[src/rtl/array_stream_pkg.sv]
// array_stream_pkg
//   Shared types and limits for the serial-to-array loader.
//   ld_state_t   : loader state (FILL collects bytes, HOLD presents a frame)
//   LD_DEPTH_MAX : largest supported frame depth
//   ld_elem_t    : default frame element type (one byte)
package array_stream_pkg;

  typedef enum logic {FILL, HOLD} ld_state_t;

  parameter int unsigned LD_DEPTH_MAX = 64;

  typedef logic [7:0] ld_elem_t;

endpackage

[src/rtl/array_stream_loader.sv]
// array_stream_loader
//   Collects one byte per valid/ready handshake into a DEPTH-element shift
//   array (element 0 = newest). A full frame, or an early flush, closes the
//   frame. The array, its wrap-around byte sum and the byte count are then
//   held stable until the consumer takes them.
//
//   clk        : clock, rising edge
//   rst        : asynchronous reset, active high
//   in_valid   : upstream byte valid
//   in_data    : upstream byte
//   in_ready   : loader accepts a byte this cycle (FILL)
//   flush      : close the current frame early (sampled only in FILL)
//   arr_o      : frame array, element 0 newest
//   sum_o      : modulo-2^W sum of the frame bytes
//   cnt_o      : number of bytes in the frame
//   out_valid  : frame complete and held (HOLD)
//   out_ready  : consumer accepts the frame
module array_stream_loader
  import array_stream_pkg::*;
#(
  parameter int unsigned DEPTH = 8,
  parameter int unsigned W     = $bits(ld_elem_t)
) (
  input  logic                         clk,
  input  logic                         rst,
  input  logic                         in_valid,
  input  logic [W-1:0]                 in_data,
  output logic                         in_ready,
  input  logic                         flush,
  output logic [W-1:0]                 arr_o [DEPTH-1:0],
  output logic [W-1:0]                 sum_o,
  output logic [$clog2(DEPTH+1)-1:0]   cnt_o,
  output logic                         out_valid,
  input  logic                         out_ready
);

  localparam int unsigned CW = $clog2(DEPTH+1);

  if (DEPTH < 2 || DEPTH > LD_DEPTH_MAX) begin : g_bad_depth
    $error("array_stream_loader: DEPTH out of range");
  end

  ld_state_t       state_q, state_d;
  logic [W-1:0]    arr_q [DEPTH-1:0];
  logic [W-1:0]    arr_d [DEPTH-1:0];
  logic [W-1:0]    sum_q, sum_d;
  logic [CW-1:0]   cnt_q, cnt_d;

  // Handshake flags come straight from the state register: no input reaches
  // them combinationally.
  assign in_ready  = (state_q == FILL);
  assign out_valid = (state_q == HOLD);

  assign arr_o = arr_q;
  assign sum_o = sum_q;
  assign cnt_o = cnt_q;

  always_comb begin
    state_d = state_q;
    arr_d   = arr_q;
    sum_d   = sum_q;
    cnt_d   = cnt_q;
    unique case (state_q)
      FILL: begin
        if (in_valid) begin
          arr_d[0] = in_data;
          for (int i = 1; i < DEPTH; i++) arr_d[i] = arr_q[i-1];
          sum_d = sum_q + in_data;
          cnt_d = cnt_q + CW'(1);
        end
        // Compare the pre-increment count so DEPTH = 2^n never has to fit
        // in a post-increment compare. A flush only closes a non-empty
        // frame, counting the byte accepted on the same edge.
        if ((in_valid && cnt_q == CW'(DEPTH-1)) ||
            (flush && (cnt_q != '0 || in_valid)))
          state_d = HOLD;
      end
      HOLD: begin
        if (out_ready) begin
          state_d = FILL;
          arr_d   = '{default: '0};
          sum_d   = '0;
          cnt_d   = '0;
        end
      end
      default: state_d = FILL;
    endcase
  end

  always_ff @(posedge clk or posedge rst) begin
    if (rst) begin
      state_q <= FILL;
      arr_q   <= '{default: '0};
      sum_q   <= '0;
      cnt_q   <= '0;
    end else begin
      state_q <= state_d;
      arr_q   <= arr_d;
      sum_q   <= sum_d;
      cnt_q   <= cnt_d;
    end
  end

endmodule

[config.mk]
export PLATFORM = sky130hd
export DESIGN_NAME = array_stream_loader
export DESIGN_NICKNAME = d
export VERILOG_FILES = /design/src/rtl/array_stream_pkg.sv /design/src/rtl/array_stream_loader.sv
export SDC_FILE = /design/constraint.sdc
export NUM_CORES = 1
export LEC_CHECK = 0
export CAP_MARGIN = 20
export CORE_UTILIZATION = 29
export DETAILED_ROUTE_END_ITERATION = 10
export MAX_ROUTING_LAYER = met4
export SYNTH_ARGS = -nofsm -noshare
export SYNTH_HDL_FRONTEND = slang
export SYNTH_SLANG_ARGS = --single-unit
[constraint.sdc]
create_clock -name clk -period 5 [get_ports clk]
set_input_delay 0.75 -clock clk [delete_from_list [all_inputs] [get_ports clk]]
set_output_delay 0.75 -clock clk [all_outputs]
set_load 0.01 [all_outputs]
## After elaboration in Yosys (flattened, before gate mapping)

Index checks and enable logic that the tools add are counted.

- Register bits after elaboration: 77
- Bits of input ports: 13

- Reduce and logical (&&, ||, !) cells: 6
- Mux-type cells: 12
- Bitwise operators: 1
- Add/subtract/negate cells: 2
- Eq/ne operators: 3

Operators by type and width:

| cell | number |
|---|---|
| 2-to-1 mux 64 bit | 2 |
| one-hot mux 64 bit (2 select lines) | 1 |
| 2-to-1 mux 8 bit | 2 |
| one-hot mux 8 bit (2 select lines) | 1 |
| adder 8 bit | 1 |
| 2-to-1 mux 4 bit | 2 |
| one-hot mux 4 bit (2 select lines) | 1 |
| adder 4 x 1 -> 4 bit (second input constant) | 1 |
| == test 4 x 3 -> 1 bit (second input constant) | 1 |
| != test 2 bit (second input constant) | 2 |
| nonzero test 4 bit | 1 |
| logical AND 1 bit | 2 |
| logical OR 1 bit | 2 |
| 2-to-1 mux 1 bit | 2 |
| one-hot mux 1 bit (2 select lines) | 1 |
| AND reduction 2 bit | 1 |
| NOT 1 bit | 1 |

## Depth between registers and ports, before layout

Gate-level depths: netlist of the first run.

- Depth after elaboration: 6
- Depth in mapped cells: 8
- Gate-level depth less buffers: 8

## Worst setup path before layout of the first run

No wires, ideal clock.

- Path type: input to register
- From: in in_data[0]
- To: reg sum_q[6], in the netlist sum_o[6]
- Setup time: 121 ps
- Cell stages on the path: 8
- Data required time: 4879 ps
- Path slack: 2740 ps
- Path buffers: 0
- Arrival time: 2140 ps
- Cells stage by stage: ha_1 > fa_1 > a21o_1 > a21oi_2 > o21bai_1 > a21oi_1 > xnor2_1 > a22o_1

- Cells in the longest elaborated chain, start to end: 3

RTL lines:

| element | RTL line | text |
|---|---|---|
| start, declared | array_stream_loader.sv:27 | `input logic [W-1:0] in_data,` |
| adder 8 bit | array_stream_loader.sv:68 | `sum_d = sum_q + in_data;` |
| 2-to-1 mux 8 bit | array_stream_loader.sv:65 | `if (in_valid) begin` |
| one-hot mux 8 bit (2 select lines) | array_stream_loader.sv:63 | `unique case (state_q)` |
| end signal, assigned | array_stream_loader.sv:99 | `sum_q <= sum_d;` |
| end, declared | array_stream_loader.sv:46 | `logic [W-1:0] sum_q, sum_d;` |

No other way between the ends. The select of a mux whose other input is x is not followed.
A chain may end at the register's enable or synchronous reset.

## Final worst setup path of the first run

Same ends and word-level chain as after synthesis.

==> results of run 1 <==
==> worst min path at each step <==
stage	start	endpoint	slack [ns]	depth (start not counted)
after floorplan	arr_o[56]$_DFFE_PP0P_	arr_o[56]$_DFFE_PP0P_	0.50	2
after global placement	arr_o[59]$_DFFE_PP0P_	arr_o[59]$_DFFE_PP0P_	0.45	2
after detailed placement	arr_o[59]$_DFFE_PP0P_	arr_o[59]$_DFFE_PP0P_	0.45	2
after CTS	arr_o[59]$_DFFE_PP0P_	arr_o[59]$_DFFE_PP0P_	0.47	2
after global routing	arr_o[59]$_DFFE_PP0P_	arr_o[59]$_DFFE_PP0P_	0.49	2
final	arr_o[59]$_DFFE_PP0P_	arr_o[59]$_DFFE_PP0P_	0.46	2
==> synthesized netlist by cell type <==
cell and number:
nand3b_1 1, o31ai_1 2, buf_1 1, dfrtp_1 77, inv_1 6, nor2_1 2
clkbuf_1 13, buf_2 9, a21o_1 3, a21boi_2 1, a22o_1 4, nor2b_4 1
a211o_2 1, a31oi_1 2, o21bai_1 1, o22ai_1 1, ha_1 9, mux2_2 1
nand2_1 140, fa_1 1, o311ai_4 1, nand3_1 67, buf_4 1, o22a_1 1
xnor2_1 5, a21oi_1 5, a21oi_2 3, nand2b_1 2, o311ai_1 1, nand4_1 3
inv_2 1
==> layout make-up <==
cell class / count / share of cell area [%]
Clock buffer: 10 / 5.09
Antenna cell: 1 / 0.0533
Clock inverter: 6 / 1.33
Sequential cell: 77 / 41.0
Tap cell: 143 / 3.81
Timing Repair Buffer: 94 / 19.7
Inverter: 7 / 0.586
Multi-Input combinational cell: 258 / 28.4
==> routing by layer <==
layer	wire length [um]	vias up
met5	0	-
met3	448	10
met4	113	0
met2	4070	81
met1	3970	1335
li1	-	1369
==> cells by family (layout without fill, tap and decap cells) <==
| kind of cell | after synthesis | after routing | share of synthesized area, % |
|---|---|---|---|
| simple gates | 216 | 216 | 27.2 |
| flops | 77 | 77 | 57.0 |
| buf+inv | 31 | 117 | 3.88 |
| compound gates | 26 | 26 | 6.36 |
| fa+ha+maj | 10 | 10 | 3.92 |
| xor+xnor | 5 | 5 | 1.29 |
| mux | 1 | 1 | 0.333 |
| other cells | 0 | 1 | 0 |
==> flip-flops by register name (all words and copies together) (netlist names) <==
register   flops
arr_o         64
out_valid      1
cnt_o          4
sum_o          8
==> where the power goes <==
part	total [mW]	internal [mW]	switching, mW
registers	1.03	0.830	0.195
clock network	0.646	0.399	0.247
logic	1.08	0.555	0.528
total	2.75	1.78	0.971
==> through the flow <==
| stage | area (sq um) | hold WS, ns |
|---|---|---|
| floorplan | 3380 | 0.505 |
| global placement | 4390 | 0.450 |
| detailed placement | 4390 | 0.455 |
| CTS | 4690 | 0.469 |
| global route | 4690 | 0.487 |
| finish | 4690 | 0.464 |
==> worst max-delay path, stage by stage <==
cell and delay, ns:
clkdlybuf4s50_1 0.43, ha_1 0.24, fa_1 0.42, a21o_1 0.19, a21oi_2 0.18, o21bai_1 0.09
a21oi_1 0.17, xnor2_1 0.08, a22o_1 0.17
==> impl_metrics.py, run 1 <==
metrics = {
    "outcome": {
        "outcome": "finished, violations left",
        "violations": "design-rule violations",
    },
    "global_route": {
        "gr-max-usage-layer": "met2",
        "antenna_found_initial": 0,
        "globalRouteMet3Util_pct": 3.41,
        "grt_pass1_wl_um": 14100,
        "grt_max_degree": 72,
        "grt-ovfl-total": 0,
        "grt_use_met2_pct": 24.3,
        "grt_pass1_vias": 2800,
        "track_usage_pct": 15.6,
        "gr-usage-met1_pct": 19.9,
    },
    "finish": {
        "area_growth_pct": 38.8,
        "final_cell_mix": "nand2_1 (140), clkdlybuf4s50_1 (89), dfrtp_1 (77)",
        "final_common_cell": "nand2_1",
        "seqCellArea_sq_mm": 0.00193,
        "instances_no_fill": 596,
        "multi_input_area_sq_mm": 0.00133,
        "postLayoutCoreUtil_pct": 41.3,
        "post_route_cells_drive_above_1_share_pct": 6.86,
        "nets": 470,
        "nFillCells": 1159,
    },
    "yosys": {
        "avgSynthCellArea_sq_um": 9.24,
        "ys_seq_elements": 77,
        "synthCells": 366,
        "yosysTopAreaCell": "dfrtp_1",
        "ys_types": 31,
        "syn_nets": 389,
        "yosys_warnings": 0,
        "synth.cell_area_sq_mm": 0.00338,
        "yosysTopAreaCellShare_pct": 57.0,
        "synth.area.top_cells": "dfrtp_1 (57%), nand2_1 (16%), nand3_1 (9.9%)",
        "seq_area_frac_synth_pct": 57.0,
    },
    "die": {
        "io_pins": 91,
        "rows": 39,
        "die_y_um": 110,
        "start_util_pct": 29.7,
        "die_x_um": 110,
        "dieArea_sq_mm": 0.0121,
        "core_sq_mm": 0.0114,
    },
    "clock_tree": {
        "worstSkewPairLatency_ns": 0.32,
        "clock-sinks": 77,
        "hold_buffers": 0,
        "cts_tree": "done",
        "cts_made_buffers": 9,
        "cts_root_buffer": "clkbuf_16",
        "clk_pin_slew_ns": 0.06,
        "cts_htree_levels": 3,
        "ctsResizeCount": 0,
        "clk_path_buf_depth": 2,
        "cts_setup_buffers": 0,
    },
    "sta": {
        "worstMarginPinSlew_ns": 0.860,
        "setup_ws_ns": 2.50,
        "maxSlewHeadroom_pct": 42.6,
        "min_period_ns": 2.50,
        "fmax_mhz": 400,
        "setup-violations-final": 0,
        "setup-tns-final_ns": 0,
        "fin_skew_ns": 0.00475,
        "hold_viol_final": 0,
        "fin_crit_sh_pct": 50.0,
        "slew_viol_final": 0,
        "rsz0062_at_grt": "false",
    },
    "placed_design": {
        "hpwlAfterDp_um": 5630,
        "dp_cells": 579,
        "numPortBuffers": 90,
        "gp_congestion": 0.816,
        "detailedPlace.worstSlack_ns": 2.16,
    },
    "pwr": {
        "ir_drop_v": 0.000324,
        "power_density_mw_per_mm2": 587,
        "finalPower_mw": 2.75,
        "leakagePower_nw": 2.32,
    },
    "critical_path": {
        "required_ns": 5.21,
        "critPathLaunchType": "input pin",
        "end_kind": "flip-flop",
        "ff2ff_path_depth": 5,
        "crit_end": "sum_o[6]$_DFFE_PP0P_",
        "r2r_slack_ns": 2.73,
        "r2r_end": "arr_o[40]$_DFFE_PP0P_",
        "crit_path_start": "in_data[0]",
        "worstSetupPathType": "in2reg",
        "arrival_ns": 2.71,
        "reg2reg_from": "out_valid$_DFF_PP0_",
        "worst-path-max-fanout": 2,
    },
    "routing": {
        "wl_per_cell_um": 14.4,
        "dr.pass1.iters": 7,
        "route.detailed.drc": 4,
        "num_vias": 2795,
        "wirelength_um": 8600,
        "ant_nets": 0,
        "drt-initial-drc-count": 179,
        "viasPerCell": 4.69,
    },
    "hold_path": {
        "hp-class": "reg2reg",
    },
    "job": {
        "max_cap_viol_count": 0,
    },
}
No activity file was read; power rests on OpenSTA's default activity.
==> inputs of run 2 (changes only) <==
Clock period 5 ns to 2.4 ns, I/O delays scaled along.
==> impl_metrics.py, run 2 (synthesis results as in run 1) <==
metrics = {
    "outcome": {
        "outcome": "finished, final reports clean",
    },
    "finish": {
        "nets": 474,
        "fin_area_sq_mm": 0.00482,
        "post_route_cells_drive_above_1_share_pct": 7.47,
        "area_growth_pct": 42.5,
        "final_cell_mix": "nand2_1 (140), clkdlybuf4s50_1 (89), dfrtp_1 (77)",
        "antenna_cells": 0,
        "instances_no_fill": 598,
        "largest_reg_flops": 64,
        "final_common_cell": "nand2_1",
        "postLayoutCoreUtil_pct": 42.4,
    },
    "pwr": {
        "power_density_mw_per_mm2": 1260,
        "leakagePower_nw": 2.38,
        "ir_drop_v": 0.000897,
        "finalPower_mw": 6.05,
    },
    "clock_tree": {
        "clk_pin_slew_ns": 0.06,
        "hold_buffers": 0,
        "cts_setup_buffers": 0,
        "clk_path_buf_depth": 2,
        "cts_htree_levels": 3,
        "ctsResizeCount": 0,
        "worstSkewPairLatency_ns": 0.33,
        "clock-sinks": 77,
        "cts_root_buffer": "clkbuf_16",
        "cts_tree": "done",
        "cts_made_buffers": 9,
    },
    "hold_path": {
        "hp-class": "in2async",
    },
    "routing": {
        "drt-initial-drc-count": 129,
        "route.detailed.drc": 0,
        "wl_per_cell_um": 14.7,
        "wirelength_um": 8800,
        "viasPerCell": 4.76,
        "dr.pass1.iters": 4,
        "ant_nets": 0,
        "num_vias": 2847,
    },
    "global_route": {
        "grt_pass1_wl_um": 14100,
        "grt_pass1_vias": 2814,
        "grt_max_degree": 78,
        "track_usage_pct": 15.9,
        "antenna_found_initial": 0,
        "grt-ovfl-total": 0,
    },
    "critical_path": {
        "required_ns": 2.62,
        "r2r_slack_ns": 0.42,
        "end_kind": "flip-flop",
        "ff2ff_path_depth": 8,
        "critPathLaunchType": "input pin",
        "reg2reg_from": "sum_o[0]$_DFFE_PP0P_",
        "arrival_ns": 2.27,
        "worst-path-max-fanout": 2,
        "crit_end": "sum_o[6]$_DFFE_PP0P_",
        "crit_path_start": "in_data[0]",
        "worstSetupPathType": "in2reg",
        "r2r_end": "sum_o[6]$_DFFE_PP0P_",
    },
    "placed_design": {
        "numPortBuffers": 90,
        "gp_congestion": 0.805,
        "hpwlAfterDp_um": 5690,
        "detailedPlace.worstSlack_ns": -0.00430,
        "dp_cells": 583,
        "placed_cell_area_sq_mm": 0.00447,
    },
    "sta": {
        "maxSlewHeadroom_pct": 49.5,
        "setup-violations-final": 0,
        "min_period_ns": 2.05,
        "setup_ws_ns": 0.355,
        "rsz0062_at_grt": "false",
        "fin_crit_sh_pct": 85.2,
        "slew_viol_final": 0,
        "worstMarginPinSlew_ns": 0.758,
        "fmax_mhz": 489,
        "hold_viol_final": 0,
        "fin_skew_ns": 0.00651,
    },
    "job": {
        "max_cap_viol_count": 0,
    },
    "die": {
        "dieArea_sq_mm": 0.0121,
        "core_sq_mm": 0.0114,
        "rows": 39,
        "start_util_pct": 29.7,
        "die_y_um": 110,
        "die_x_um": 110,
        "io_pins": 91,
    },
}
-- run 2: metal layers --
metal,part of all wire [%],track usage (%),vias to the layer above
li1,-,-,1376
met1,46,19.7,1378
met2,48,25.4,89
met3,5.5,4.06,4
met4,0.50,4.86,0
met5,0,-,-
-- run 2: metrics by stage --
stage,TNS [ns],hold WS (ns)
2_1_floorplan,0,0.505
3_3_place_gp,0,0.449
3_5_place_dp,-0.00430,0.455
4_1_cts,0,0.454
5_1_grt,0,0.472
6_report,0,0.417
-- run 2: worst max-delay path, cell delays in order --
cell and delay [ns]:
clkdlybuf4s50_1 0.42, ha_1 0.23, fa_1 0.39, a21o_1 0.19, a21oi_2 0.17, o21bai_1 0.08, a21oi_1 0.17, xnor2_1 0.09
a22o_1 0.17
-- run 2: final cells by class --
class / instances / area (sq um)
fillers: 1156 / 6550
clock buffers: 11 / 253
well taps: 143 / 179
inverters: 7 / 27.5
repair buffers: 98 / 1010
clock inverters: 4 / 95.1
flip-flops and latches: 77 / 1930
multi-input cells: 258 / 1330
-- run 2: how the worst min path moves through the flow --
stage | startpoint | endpoint | slack [ns] | depth (start not counted)
floorplan | arr_o[56]$_DFFE_PP0P_ | arr_o[56]$_DFFE_PP0P_ | 0.50 | 2
global placement | arr_o[62]$_DFFE_PP0P_ | arr_o[62]$_DFFE_PP0P_ | 0.45 | 2
detailed placement | arr_o[60]$_DFFE_PP0P_ | arr_o[60]$_DFFE_PP0P_ | 0.45 | 2
CTS | rst | sum_o[4]$_DFFE_PP0P_ | 0.45 | 3
global route | rst | arr_o[59]$_DFFE_PP0P_ | 0.47 | 3
finish | rst | arr_o[1]$_DFFE_PP0P_ | 0.42 | 3
-- run 2: power breakdown --
part / leakage [nW] / switching (mW) / internal, mW / total, mW
combinational: 1.18 / 1.12 / 1.22 / 2.35
sequential: 1.03 / 0.412 / 1.73 / 2.14
clock: 0.172 / 0.503 / 1.06 / 1.57
==> inputs of run 3 (changes only) <==
Clock period 2.4 ns to 2.3 ns, I/O delays scaled along.
==> impl_metrics.py, run 3 (synthesis results as in run 1) <==
metrics = {
    "die": {
        "dieArea_sq_mm": 0.0121,
        "die_y_um": 110,
        "die_x_um": 110,
        "start_util_pct": 29.7,
        "io_pins": 91,
        "core_sq_mm": 0.0114,
        "rows": 39,
    },
    "sta": {
        "rsz0062_at_grt": "false",
        "setup-violations-final": 0,
        "fmax_mhz": 488,
        "worstMarginPinSlew_ns": 0.770,
        "slew_viol_final": 0,
        "hold_viol_final": 0,
        "min_period_ns": 2.05,
        "maxSlewHeadroom_pct": 48.7,
        "fin_crit_sh_pct": 89.1,
        "fin_skew_ns": 0.00549,
    },
    "finish": {
        "post_route_cells_drive_above_1_share_pct": 7.25,
        "final_cell_mix": "nand2_1 (140), clkdlybuf4s50_1 (89), dfrtp_1 (77)",
        "nets": 473,
        "final_common_cell": "nand2_1",
        "largest_reg_flops": 64,
        "antenna_cells": 0,
        "postLayoutCoreUtil_pct": 42.2,
        "area_growth_pct": 42.0,
        "instances_no_fill": 598,
    },
    "clock_tree": {
        "worstSkewPairLatency_ns": 0.33,
        "hold_buffers": 0,
        "cts_made_buffers": 9,
        "clock-sinks": 77,
        "cts_root_buffer": "clkbuf_16",
        "ctsResizeCount": 0,
        "cts_setup_buffers": 0,
        "clk_pin_slew_ns": 0.06,
        "cts_htree_levels": 3,
        "cts_tree": "done",
        "clk_path_buf_depth": 2,
    },
    "pwr": {
        "combPwrFrac_pct": 38.5,
        "power_density_mw_per_mm2": 1310,
        "leakagePower_nw": 2.36,
        "power_frac_clock_pct": 26.2,
        "p_int_mw": 4.15,
        "ir_drop_v": 0.000898,
        "switching_share_pct": 34.2,
        "p_switching_mw": 2.16,
        "seq_power_share_pct": 35.3,
    },
    "placed_design": {
        "gp_congestion": 0.809,
        "hpwlAfterDp_um": 5640,
        "dp_cells": 582,
        "numPortBuffers": 90,
    },
    "routing": {
        "viasPerCell": 4.75,
        "wirelength_um": 8750,
        "route.detailed.drc": 0,
        "ant_nets": 0,
        "dr.pass1.iters": 4,
        "drt-initial-drc-count": 153,
        "num_vias": 2843,
        "wl_per_cell_um": 14.6,
    },
    "critical_path": {
        "worstSetupPathType": "in2reg",
        "critPathLaunchType": "input pin",
        "arrival_ns": 2.27,
        "required_ns": 2.52,
        "path_delay_family": "compound AO/OA/AOI/OAI gates",
        "critPathBufInv": 1,
        "end_kind": "flip-flop",
        "worst-path-max-fanout": 2,
        "critPathSlowestCell": "clkdlybuf4s50_1",
        "path_cells": "clkdlybuf4s50_1 -> ha_1 -> fa_1 -> a21o_1 -> a21oi_2 -> o21bai_1 -> a21oi_1 -> xnor2_1 -> a22o_1",
        "r2r_slack_ns": 0.30,
        "slowest_delay_ns": 0.42,
    },
    "global_route": {
        "grt_max_degree": 78,
        "gr-usage-met1_pct": 21.6,
        "track_usage_pct": 16.1,
        "grt_pass1_wl_um": 14400,
        "grt_use_met2_pct": 24.1,
        "gr-max-usage-layer": "met2",
        "grt_pass1_vias": 2820,
        "antenna_found_initial": 0,
        "grt-ovfl-total": 0,
        "globalRouteMet3Util_pct": 3.23,
    },
    "job": {
        "max_cap_viol_count": 0,
    },
    "hold_path": {
        "hp-class": "reg2reg",
    },
    "outcome": {
        "outcome": "finished, final reports clean",
    },
}
[run 3: changes by cell type in the layout (fill, tap and decap cells not counted)]
cell / delta
buf_12: -1
clkbuf_1: +1
clkbuf_8: -1
clkinv_2: -2
clkinvlp_4: +2
inv_6: +1
[run 3: area by class of cell]
cell class,count,area [sq um]
Clock buffer,11,243
Clock inverter,5,106
Fill cell,1155,6570
Inverter,7,30.0
Multi-Input combinational cell,258,1330
Sequential cell,77,1930
Tap cell,143,179
Timing Repair Buffer,97,986
[run 3: power by group through the flow]
stage | Combinational (mW) | Sequential [mW] | Clock, mW
after floorplan | 1.04 | 2.35 | 0
after global placement | 2.42 | 2.24 | 0
after detailed placement | 2.45 | 2.26 | 0
after CTS | 2.46 | 2.24 | 1.69
after global routing | 2.70 | 2.30 | 1.74
final | 2.43 | 2.23 | 1.65
[run 3: worst paths after layout]
check,start,depth (start not counted),endpoint
worst max-delay path,in_data[0],9,sum_o[6]$_DFFE_PP0P_
worst min-delay path,arr_o[63]$_DFFE_PP0P_,2,arr_o[63]$_DFFE_PP0P_
worst max register to register,sum_o[0]$_DFFE_PP0P_,8,sum_o[6]$_DFFE_PP0P_
worst min register to register,arr_o[63]$_DFFE_PP0P_,2,arr_o[63]$_DFFE_PP0P_
max in group asynchronous,rst,3,arr_o[38]$_DFFE_PP0P_
min in group asynchronous,rst,3,sum_o[4]$_DFFE_PP0P_
[run 3: metal layers]
metal,vias up,wire length [um]
met3,12,421
met1,1379,4130
met5,-,0
met2,74,4050
met4,0,140
li1,1378,-
[run 3: stage by stage]
step / setup TNS, ns / power (mW) / setup WS, ns / hold WS (ns) / area, sq um
finish: 0 / 6.31 / 0.251 / 0.463 / 4800
global route: 0 / 6.75 / 0.141 / 0.500 / 4800
CTS: 0 / 6.39 / 0.249 / 0.470 / 4800
detailed placement: -0.100 / 4.71 / -0.0971 / 0.456 / 4450
global placement: -0.0624 / 4.67 / -0.0624 / 0.450 / 4450
floorplan: 0 / 3.39 / 0.370 / 0.490 / 3390
[run 3: worst register-to-register path, cell delays in order (launching register included)]
cell      delay (ns)
dfrtp_1         0.40
ha_1            0.22
fa_1            0.40
a21o_1          0.18
a21oi_2         0.17
o21bai_1        0.08
a21oi_1         0.17
xnor2_1         0.08
a22o_1          0.18
